`src/rtl/btn_mode_debounce_counter.sv`:
```
// rtl/btn_mode_debounce_counter.sv - debounced push-button mode counter (q cycles 0..MODE_MAX)
// Optional long-press reset of q to 0 is built when LONG_PRESS_EN is defined.
module btn_mode_debounce_counter #(
  parameter int DB_CNT   = 20,
  parameter int MODE_MAX = 5,
  parameter int LONG_CNT = 1000
) (
  input  logic       ckht,
  input  logic       rst_n,
  input  logic       ena1khz,
  input  logic       btn,
  output logic [2:0] q,
  output logic       press_pulse,
  output logic       long_pulse,
  output logic       btn_level
);

  localparam int CNT_MAX = (DB_CNT > LONG_CNT) ? DB_CNT : LONG_CNT;
  localparam int CW      = $clog2(CNT_MAX + 1);

  typedef enum logic [1:0] {UP, UP_CHK, DN, DN_CHK} state_t;

  state_t        state_q, state_d;
  logic [CW-1:0] cnt_q, cnt_d;
  logic          sync1_q, sync2_q;
  logic          btn_s;
  logic          press_acc;
  logic          long_fire;
  logic [2:0]    mode_q, mode_d;
  logic          press_q, press_d;
  logic          long_q, long_d;
  logic          level_q, level_d;

  // btn is asynchronous to ckht, so it is resynchronised every cycle, not only on strobes
  always_ff @(posedge ckht or negedge rst_n) begin
    if (!rst_n) begin
      sync1_q <= 1'b0;
      sync2_q <= 1'b0;
    end else begin
      sync1_q <= btn;
      sync2_q <= sync1_q;
    end
  end

  assign btn_s = sync2_q;

  always_ff @(posedge ckht or negedge rst_n) begin
    if (!rst_n) begin
      state_q <= UP;
      cnt_q   <= '0;
      mode_q  <= '0;
      press_q <= 1'b0;
      long_q  <= 1'b0;
      level_q <= 1'b0;
    end else begin
      state_q <= state_d;
      cnt_q   <= cnt_d;
      mode_q  <= mode_d;
      press_q <= press_d;
      long_q  <= long_d;
      level_q <= level_d;
    end
  end

  always_comb begin
    state_d   = state_q;
    cnt_d     = cnt_q;
    press_acc = 1'b0;
    if (ena1khz) begin
      case (state_q)
        UP: begin
          if (btn_s) begin
            state_d = UP_CHK;
            cnt_d   = CW'(1);
          end
        end
        UP_CHK: begin
          if (!btn_s) begin
            state_d = UP;
            cnt_d   = '0;
          end else if (cnt_q == CW'(DB_CNT - 1)) begin
            state_d   = DN;
            cnt_d     = '0;
            press_acc = 1'b1;
          end else begin
            cnt_d = cnt_q + 1'b1;
          end
        end
        DN: begin
          if (!btn_s) begin
            state_d = DN_CHK;
            cnt_d   = CW'(1);
          end
        end
        DN_CHK: begin
          if (btn_s) begin
            state_d = DN;
            cnt_d   = '0;
          end else if (cnt_q == CW'(DB_CNT - 1)) begin
            state_d = UP;
            cnt_d   = '0;
          end else begin
            cnt_d = cnt_q + 1'b1;
          end
        end
        default: begin
          state_d = UP;
          cnt_d   = '0;
        end
      endcase
    end
  end

`ifdef LONG_PRESS_EN
  localparam int LW = $clog2(LONG_CNT + 1);

  logic [LW-1:0] lc_q, lc_d;

  // lc parks at LONG_CNT after firing so a single hold yields at most one long press
  always_comb begin
    lc_d      = lc_q;
    long_fire = 1'b0;
    if (ena1khz) begin
      if (press_acc) begin
        if (LONG_CNT <= 1) begin
          long_fire = 1'b1;
          lc_d      = LW'(LONG_CNT);
        end else begin
          lc_d = '0;
        end
      end else if (state_q == DN && lc_q < LW'(LONG_CNT)) begin
        if (lc_q == LW'(LONG_CNT - 1)) long_fire = 1'b1;
        lc_d = lc_q + 1'b1;
      end
    end
  end

  always_ff @(posedge ckht or negedge rst_n) begin
    if (!rst_n) lc_q <= '0;
    else        lc_q <= lc_d;
  end
`else
  assign long_fire = 1'b0;
`endif

  always_comb begin
    mode_d  = mode_q;
    press_d = press_acc;
    long_d  = long_fire;
    level_d = (state_d == DN) || (state_d == DN_CHK);
    if (long_fire)
      mode_d = '0;
    else if (press_acc)
      mode_d = (mode_q == 3'(MODE_MAX)) ? 3'd0 : mode_q + 3'd1;
  end

  assign q           = mode_q;
  assign press_pulse = press_q;
  assign long_pulse  = long_q;
  assign btn_level   = level_q;

endmodule
```
`config.mk`:
```
export PLATFORM = sky130hd
export DESIGN_NAME = btn_mode_debounce_counter
export DESIGN_NICKNAME = d
export VERILOG_FILES = /design/src/rtl/btn_mode_debounce_counter.sv
export SDC_FILE = /design/constraint.sdc
export NUM_CORES = 1
export LEC_CHECK = 0
export ABC_AREA = 1
export BUFFER_PORTS_ARGS = -buffer_cell sky130_fd_sc_hd__clkbuf_2
export CAP_MARGIN = 20
export CORE_MARGIN = 4
export CORE_UTILIZATION = 37
export DETAILED_ROUTE_END_ITERATION = 16
export PLACE_DENSITY_LB_ADDON = 0.3
export SLEW_MARGIN = 10
export SYNTH_ARGS = -nofsm -noshare
export SYNTH_HDL_FRONTEND = slang
export SYNTH_SLANG_ARGS = --single-unit
```
`constraint.sdc`:
```
create_clock -name ckht -period 2.2 [get_ports ckht]
set_input_delay 0.66 -clock ckht [delete_from_list [all_inputs] [get_ports ckht]]
set_output_delay 0.66 -clock ckht [all_outputs]
set_load 0.03 [all_outputs]
```
; ---- Word-level counts from Yosys, hierarchy flattened
; Cells that the tools add are included.
[op_classes]
n_mux = 19
add_sub_neg = 2
n_bitwise = 0
n_eq_ne = 9
mul = 0
reduce_logical = 3
shift = 0
div = 0
order_cmp = 0
[ops]
columns = op, count
row1 = $mux W10, 5
row2 = $pmux W10 S4, 1
row3 = $mux W2, 7
row4 = $add A10 B1 Y10 const B, 1
row5 = $eq A10 B5 Y1 const B, 1
row6 = $eq A2 B2 Y1 const B, 4
row7 = $pmux W2 S4, 1
row8 = $mux W1, 4
row9 = $ne A2 B2 Y1 const B, 2
row10 = $add A3 B1 Y3 const B, 1
row11 = $eq A3 B3 Y1 const B, 1
row12 = $mux W3, 1
row13 = $reduce_and A3 Y1, 1
row14 = $eq A2 B1 Y1 const B, 1
row15 = $logic_not A2 Y1, 1
row16 = $logic_or A1 B1 Y1, 1
[word_totals]
latch_bits = 0
output_inout_bits = 6
n_memories = 0
elab_cells = 40
reg_bits = 19
ramBits = 0
mem_bits_ro = 0
in_bits = 4

; ---- Longest topological paths before layout
[depth]
word_depth = 7
mapped_depth = 9
ltp_nobuf = 8

; ---- Worst setup path before layout
; Ideal clock, no wire load.
[synth_timing]
path_type = input -> register
start = in ena1khz
end = reg mode_q[2], in the netlist q[2]
required_time_ns = 2.081
setup_time_ns = 0.119
setup_slack_ns = 0.829
t_arrival_ns = 1.252
stages = 7
path_buffers = 0
cell_sequence = nand2_1 -> nor2_1 -> inv_1 -> nor2_1 -> nand3_1 -> nand2_1 -> nand2_1
[synth_between]
elab_chain_len = 1
[synth_lines]
columns = item, line
row1 = start: declaration, 10  ; input logic ena1khz,
row2 = $mux W1, 69  ; if (ena1khz) begin
row3 = end signal: assignment, 58  ; mode_q <= mode_d;
row4 = end: declaration, 29  ; logic [2:0] mode_q, mode_d;
; No other way between the ends.
; A chain may end at the register's enable or synchronous reset.

; ---- Final worst setup path
[layout_timing]
start = reg mode_q[1], in the netlist q[1]
end = out q[1]
[layout_lines]
columns = item, line
row1 = end: declaration, 12  ; output logic [2:0] q,
; No word-level cell between the ends.

==> metrics.csv <==
stage,metric,value,unit
status,status,completed,
yosys,Post-synth EDFFs,0,
final_layout,final core utilization,0.429,
grt,largest net degree at the start of global routing,20,
yosys,Syn Nets,139,
clock_tree,CTS tree,done,
clock_tree,hold_buf cts,0,
clock_tree,CTS sink count,19,
placement,Placement Setup Slack,0.597,ns
floorplan,floorplan core area,2520,µm²
floorplan,Die Wd,59.9,µm
yosys,register area share after synthesis,0.477,
clock_tree,Skew-Pair Late Insertion Delay,0.31,ns
yosys,cell area after synthesis,996,µm²
worst_setup_path,Critical Path RT,1.54,ns
timing,Hold Fails Final Rpt,0,
clock_tree,Clock transition at path regs,0.12,ns
grt,first-pass GRT wire length,3.56,mm
final_layout,nets,150,
floorplan,Ports,10,
worst_setup_path,Setup CP Type,flip-flop to primary output,
yosys,"FFs w/ async S/R, synth",1.00,
placement,GPL Wtd Cong,0.829,
clock_tree,Post-CTS Setup Repair Bufs,0,
floorplan,Initial Util,0.395,
timing,Tmin final,1.61,ns
route,initial DRC count,44,
yosys,"area leader, netlist",dfrtp_1,
route,antenna-violating nets left,0,
route,Post-route DRC,0,
timing,Setup Viol. Count Final,0,
timing,f_max,619,MHz
timing,TNS Setup,0,ns
worst_setup_path,"CP delay by family, top",flip-flops,
power,total power draw,0.000615,W
worst_setup_path,R2R cell count,8,
final_layout,Antenna Cells,0,
worst_setup_path,Worst EP arrival,0.95,ns
worst_setup_path,slowest CP cell,dfrtp_1,
route,final WL,2.02,mm
final_layout,Filler cells,278,
worst_setup_path,r2r setup slk,0.64,ns
yosys,Mapped Cells,134,
yosys,Post-synth top flop,dfrtp_1,
yosys,post-synthesis simple-gate area fraction,0.371,
timing,Clock Skew,0.0113,ns
timing,Hold Slack,0.273,ns
route,average wire per standard cell,11.6,µm
yosys,Synth Area in Adders,0.0126,
grt,GRT Total Usage,0.134,
floorplan,Die Ht,59.9,µm
yosys,Compound-Gate Fraction of Synth Area,0.0452,
timing,PnR worst setup slack,0.585,ns
clock_tree,Inserted Clock Buffers,3,
route,Vias/cell,4.90,
flow_run,Max Cap Violations,0,
worst_setup_path,Worst Setup SP,q[1],
yosys,mux cell area share after synthesis,0,
yosys,"count leader, synth",nand2_1,
yosys,largest family of logic cells by synthesized area,simple AND/OR/NAND/NOR gates,
final_layout,Area growth syn-to-layout,8.54,%
worst_setup_path,CP cell instances,clkbuf_2,
yosys,Post-synth top cells,"nand2_1 (38), nor2_1 (22), dfrtp_1 (19)",
yosys,Synth cell types,20,
yosys,XOR/XNOR share of the synthesized area,0,
clock_tree,clk root buf,clkbuf_4,
grt,Overflow after GRT,0,
yosys,post-synth top area share,0.477,
route,vias,853,
floorplan,Rows,18,
yosys,leading cell types by total area after synthesis,"dfrtp_1 (48%), nand2_1 (14%), nor2_1 (8.3%), nand3_1 (7.0%), inv_1 (5.7%)",
placement,post-DP HPWL,1.45,mm
power,PwrDens,569,nW/µm²
placement,Port-buffer cells,8,
clock_tree,H-tree Lvls,1,
worst_setup_path,Max stage delay on crit path,0.41,ns
worst_setup_path,CP endpoint kind,primary output,
yosys,Mapped Avg Cell Area,7.43,µm²
power,Pleak,0.555,nW
yosys,Yosys warnings,0,
timing,Max Transition Viols Final,0,
worst_setup_path,Buffers & Inverters on Critical Path,1,
worst_setup_path,Crit Path Max Fanout,4,
power,peak supply drop,0.349,mV
clock_tree,Max Root-Sink Buffers,2,
clock_tree,CTS resizes,0,
route,Detailed Routing Iterations Pass 1,4,
yosys,Yosys reg bits,19,
worst_setup_path,Critical R2R Launch,cnt_q[0],
final_layout,share of layout cells above drive strength 1,0.139,
floorplan,die area,3590,µm²
timing,RSZ-0062 raised after global routing,false,
min_path,class of the worst hold path,input port to asynchronous set/reset pin,
worst_setup_path,worst r2r dst,cnt_q[7],
grt,vias in the first global route,828,
timing,fin crit share,0.734,
grt,antenna violations before repair,0,
worst_setup_path,CP startpoint kind,flip-flop,
## through the flow
stage | instance area (µm²) | cells
after floorplan | 996 | 134
after global placement | 1050 | 170
after detailed placement | 1050 | 170
after CTS | 1080 | 174
after global routing | 1080 | 174
final | 1080 | 174
## sequential cells by signal, indices dropped and copies added (netlist names)
name and cells:
btn_s 1, press_pulse 1, sync1_q 1, q 3, cnt_q 10, state_q 2, btn_level 1
## worst register-to-register path: stages, from the launching register on
cell and delay, ns:
dfrtp_1 0.41, ha_1 0.29, nand2_1 0.09, nor2_1 0.09, nand3_1 0.11, nand2_1 0.10, nand2_1 0.17, o21ai_1 0.14
nor2_1 0.05
## placed cells by master (no fill, tap or decap)
| cell type | count |
|---|---|
| a21oi_1 | 4 |
| nand3b_1 | 1 |
| o21ai_0 | 1 |
| nand3_1 | 14 |
| dfrtp_1 | 19 |
| nor3b_1 | 1 |
| clkinvlp_4 | 1 |
| conb_1 | 1 |
| clkbuf_2 | 8 |
| nand2_4 | 1 |
| inv_2 | 3 |
| nand2_1 | 38 |
| inv_1 | 15 |
| o21ai_1 | 4 |
| ha_1 | 1 |
| nand2_2 | 1 |
| nor2_2 | 2 |
| nand3_2 | 1 |
| nor2_1 | 22 |
| nand4_1 | 3 |
| clkbuf_4 | 3 |
## metal layers
metal	wire length, µm	global-route usage
met2	870	0.205
met4	36	0.0570
met3	85	0.0454
met1	1030	0.172
met5	0	0
## kinds of logic (layout without fill, tap and decap cells)
family | after synthesis | after routing
other | 1 | 1
buffers and inverters | 20 | 30
adder cells (fa/ha/maj) | 1 | 1
AO/OA/AOI/OAI | 9 | 9
flip-flops | 19 | 19
AND/OR/NAND/NOR | 84 | 84
## power breakdown
part | switching [W] | total [W] | internal (W)
logic | 0.0000398 | 0.0000563 | 0.0000165
registers | 0.00000905 | 0.000367 | 0.000358
clock network | 0.000121 | 0.000191 | 0.0000695
## how the worst max path moves through the flow
stage / to / slack, ns / cells past startpoint
2_1_floorplan: q[2] / 0.83 / 7
3_3_place_gp: q[1] / 0.63 / 8
3_5_place_dp: q[2] / 0.60 / 8
4_1_cts: q[1] / 0.57 / 1
5_1_grt: cnt_q[7] / 0.49 / 8
6_report: q[1] / 0.59 / 1
## layout make-up
class	count	area [µm²]	share of cell area
clock buffer	3	22.5	0.0208
clock inverter	1	7.51	0.00694
inverter	18	67.6	0.0625
multi-input combinational	95	430	0.398
sequential	19	475	0.440
tap	30	37.5	0.0347
timing repair buffer	8	40.0	0.0370
(Power assumes the default switching activity.)
